[config.mk]
export PLATFORM = sky130hd
export DESIGN_NAME = counter_with_enable
export DESIGN_NICKNAME = d
export VERILOG_FILES = /design/src/rtl/counter_with_enable_pkg.sv /design/src/rtl/counter_with_enable_next.sv /design/src/rtl/counter_with_enable.sv
export SDC_FILE = /design/constraint.sdc
export NUM_CORES = 1
export LEC_CHECK = 0
export ABC_AREA = 1
export CORE_AREA = 2 2 39 41
export DETAILED_ROUTE_END_ITERATION = 8
export DIE_AREA = 0 0 41 43
export MAX_ROUTING_LAYER = met4
export PLACE_DENSITY = 0.57
export SKIP_LAST_GASP = 1
export SLEW_MARGIN = 40
export SYNTH_ARGS = -nofsm -noshare
export SYNTH_HDL_FRONTEND = slang
export SYNTH_HIERARCHICAL = 1
export SYNTH_SLANG_ARGS = --single-unit
[constraint.sdc]
create_clock -name clk -period 1.5 [get_ports clk]
set_input_delay 0.3 -clock clk [delete_from_list [all_inputs] [get_ports clk]]
set_output_delay 0.3 -clock clk [all_outputs]
set_load 0.01 [all_outputs]
[src/rtl/counter_with_enable_pkg.sv]
// counter_with_enable_pkg: shared constants for counter_with_enable (default width, reset-active level)
package counter_with_enable_pkg;
  localparam int COUNTER_WIDTH_DEFAULT = 8;
  localparam logic RESET_ACTIVE = 1'b0;
endpackage

[src/rtl/counter_with_enable_next.sv]
// counter_with_enable_next: next-count logic; count,enable in, next_count out; wraps, or saturates when COUNTER_WITH_ENABLE_SATURATE_EN is defined
module counter_with_enable_next
  import counter_with_enable_pkg::*;
#(
  parameter int WIDTH = COUNTER_WIDTH_DEFAULT
) (
  input  logic [WIDTH-1:0] count,
  input  logic             enable,
  output logic [WIDTH-1:0] next_count
);
`ifdef COUNTER_WITH_ENABLE_SATURATE_EN
  always_comb next_count = (enable && count != '1) ? count + WIDTH'(1) : count;
`else
  always_comb next_count = enable ? count + WIDTH'(1) : count;
`endif
endmodule

[src/rtl/counter_with_enable.sv]
// counter_with_enable: registered up-counter; count out, enable in, clk, reset (sync active-low); saturating build via COUNTER_WITH_ENABLE_SATURATE_EN
module counter_with_enable
  import counter_with_enable_pkg::*;
#(
  parameter int WIDTH = COUNTER_WIDTH_DEFAULT
) (
  output logic [WIDTH-1:0] count,
  input  logic             enable,
  input  logic             clk,
  input  logic             reset
);
  logic [WIDTH-1:0] next_count;
  counter_with_enable_next #(.WIDTH(WIDTH)) u_next (
    .count(count),
    .enable(enable),
    .next_count(next_count)
  );
  always_ff @(posedge clk) count <= (reset == RESET_ACTIVE) ? '0 : next_count;
endmodule

==> impl_summary.txt <==
----------------------------------------------------
[Worst setup path]
  Data required, critical path ... 1660 ps
  Arrival time reported for the critical path endpoint ... 1410 ps
  Gate family responsible for the most delay along the worst path ... buffers and inverters
  Critical Path Slowest Stage Cell ... sky130_fd_sc_hd__clkdlybuf4s50_1
  Buffer and inverter count on the worst path ... 2
  Ordered list of cells on the worst path ... clkdlybuf4s50_1 -> nand2_1 -> nor2_2 -> nand3_1 -> nand2_1 -> nand2_1 -> nand2_1 -> inv_1
  Crit path largest cell delay ... 530 ps
  Most used cell along the critical path ... sky130_fd_sc_hd__nand2_1
  Kind of critical path ... input pin to register
  Nature of the critical path startpoint ... input pin
  Category of the worst setup path capture point ... register
  Crit Path Max Fanout ... 4

[Timing]
  Minimum period implied by the final worst setup slack ... 1250 ps
  Worst Skew ... 0.458 ps
  Actual transition at the worst max-transition pin ... 274 ps
  Setup violation total in the final timing report ... 0
  Accumulated negative setup slack ... 0 ps
  Post-route worst setup slack ... 247 ps
  Worst Hold Slack ... 555 ps
  Max Fclk ... 798 MHz
  Unrepaired setup endpoints after global routing ... no
  Post-route fraction of the period consumed by the critical path ... 0.835
  Final hold violations ... 0
  Relative max-transition margin ... 0.817
  Max-slew violation count ... 0

[Die]
  Starting Density ... 0.298
  Chip Height ... 43 µm
  Die ar. ... 1760 µm²
  Row Count ... 14
  Core box area ... 1380 µm²
  Number of top-level design ports ... 11
  Width of the die ... 41 µm

[Clock tree]
  Max clock buf depth ... 2
  Clock Pin Slew Worst Setup and Hold Paths ... 50 ps
  Root buf cell ... sky130_fd_sc_hd__clkbuf_4
  Clock sink count ... 8
  Clock latency reported for the late side of the worst-skew pair ... 250 ps
  H-tree lvl count ... 1
  CTS buffer count ... 3
  Post-CTS setup buffers ... 0
  Quantity of hold-fixing buffers added after cts ... 0
  TritonCTS clock tree ... done

[Routing]
  Total Routed Length ... 739 µm
  Post-route ant nets ... 0
  Routed via count ... 369
  Count of routing violations after the opening detailed-route iteration ... 11
  Total DRC errors in the routed layout ... 0
  Count of TritonRoute iterations in the first routing pass ... 4
  Ratio of routed vias to standard cells ... 4.15
  Routed WL per cell ... 8.30 µm

[Finish]
  Diodes inserted ... 0
  Layout Nets ... 79
  Fillers ... 152
  Final core utilization ... 0.414
  Area Overhead vs Synth ... 38.8%
  Leading registers by flop count ... count x8
  Area used by sequential logic in the layout ... 163 µm²
  Area of the multi-input gates ... 195 µm²
  Number of flip-flops in the largest register ... 8
  Largest register by flop count ... count
  Fraction of final layout cells with drive strength greater than 1 ... 0.137
  Most common cell after layout, fill and taps aside ... sky130_fd_sc_hd__nand2_1
  Commonest non-fill, non-tap cells in the layout ... 23 x sky130_fd_sc_hd__nand2_1, 14 x sky130_fd_sc_hd__inv_1, 6 x sky130_fd_sc_hd__dfxtp_1, 6 x sky130_fd_sc_hd__dlymetal6s2s_1

[Synthesis]
  Synth unique cells ... 14
  Combinational family with the most area after synthesis ... simple AND/OR/NAND/NOR gates
  Post-Synthesis Cells ... 60
  Sequential cell area fraction in the yosys report ... 0.388
  Mean instance size in the synthesized netlist ... 6.88 µm²
  Multiplexer share of the synthesized area ... 0.0273
  Share of synthesized cell area in full adder, half adder and majority cells ... 0.0303
  Simple-gate portion of the synthesized area ... 0.352
  Cell area after technology mapping ... 413 µm²
  Number of storage elements in the synthesis netlist ... 8
  Warnings, synthesis ... 6
  Xor/xnor share of the synthesized area ... 0.0636
  Compound-cell area share of the yosys netlist ... 0
  Synthesized Nets ... 64

[Placed design]
  Worst-case setup slack after placement ... -18.9 ps
  Placer's final routability congestion estimate ... 0.659
  Post-detail-place hpwl ... 549 µm
  Count of port buffers added during placement ... 10

[Pwr]
  Power density of the placed cells ... 751 nW/µm²
  Static leakage ... 0.424 nW
  Pint ... 0.000332 W
  Switching power of the nets ... 0.0000985 W
  Clock network fraction of design power ... 0.388
  Total power ... 0.000430 W
  Comb power frac ... 0.091
  Switching part of the total ... 0.229
  Seq pwr share ... 0.521
  Largest vdd supply drop ... 0.000393 V

[Run]
  Maximum capacitance violations ... 0

[Worst hold path]
  Class of the worst hold path ... register to register

[Outcome]
  Result of the run ... complete, no violations

[Global routing]
  Global route overflow ... 0
  All-Layer GR Usage ... 0.116
  Largest net degree at the start of global routing ... 9
  Vias in the first global route ... 295
  Initial antenna violation count ... 0
  Global-route wire length before repair ... 1.26 mm

----------------------------------------------------
==> synth_stat cells, drive strengths merged <==
cell	instances	area [µm²]
nand3	2	10.0
buf	1	5.00
nand3b	2	15.0
nand4	1	6.26
nand2	24	92.6
xor2	3	26.3
mux2	1	11.3
nor2	3	21.3
ha	1	12.5
inv	14	52.6
dfxtp	8	160
==> per-layer routing <==
layer | track usage | vias to the layer above | part of all wire
met5 | - | - | 0
met4 | 0.0600 | 0 | 0
met3 | 0.0785 | 0 | 0.074
met2 | 0.147 | 11 | 0.45
met1 | 0.133 | 156 | 0.47
li1 | - | 202 | -
==> timing repair <==
item | 4_1_cts | 5_1_grt
setup endpoints to repair | 4 | 6
gates resized for setup | 4 | 6
pin swaps | 0 | 0
==> cell type report <==
class                           count  area share
Tap cell                           16      0.0349
Multi-Input combinational cell     37       0.341
Inverter                           14      0.0917
Sequential cell                     8       0.284
Timing Repair Buffer               11       0.210
Clock buffer                        3      0.0393
==> worst min-delay path: cells and delay by family, from the launching register on <==
kind,cells,cell delay (ps)
flip-flops,1,360
buffers and inverters,1,30
XOR/XNOR,1,70
AND/OR/NAND/NOR,1,60
==> power by group through the flow <==
stage / combinational, W / clock [W] / sequential (W)
finish: 0.0000390 / 0.000167 / 0.000224
global route: 0.0000438 / 0.000189 / 0.000225
CTS: 0.0000404 / 0.000181 / 0.000225
detailed placement: 0.0000423 / 0 / 0.000229
global placement: 0.0000423 / 0 / 0.000229
floorplan: 0.0000185 / 0 / 0.000231
==> metrics by stage <==
step / instances / cell area, µm²
global route: 89 / 573
global placement: 86 / 536
detailed placement: 86 / 536
CTS: 89 / 558
floorplan: 60 / 413
finish: 89 / 573
==> cell families after synthesis <==
logic type,Yosys count
buffers and inverters,15
xor gates and xnor gates,3
DFF,8
adders and majority gates,1
and+or+nand+nor,32
muxes,1
==> path summary, 6_finish.rpt <==
kind	startpoint	end	slack, ps	cells past startpoint
hold / removal	count[3]$_SDFF_PN0_	count[3]$_SDFF_PN0_	550	3
setup reg to reg	count[0]$_SDFF_PN0_	count[6]$_SDFF_PN0_	320	8
hold reg to reg	count[3]$_SDFF_PN0_	count[3]$_SDFF_PN0_	550	3
setup / recovery	enable	count[6]$_SDFF_PN0_	250	8
Power figures use the tool's default switching activity.
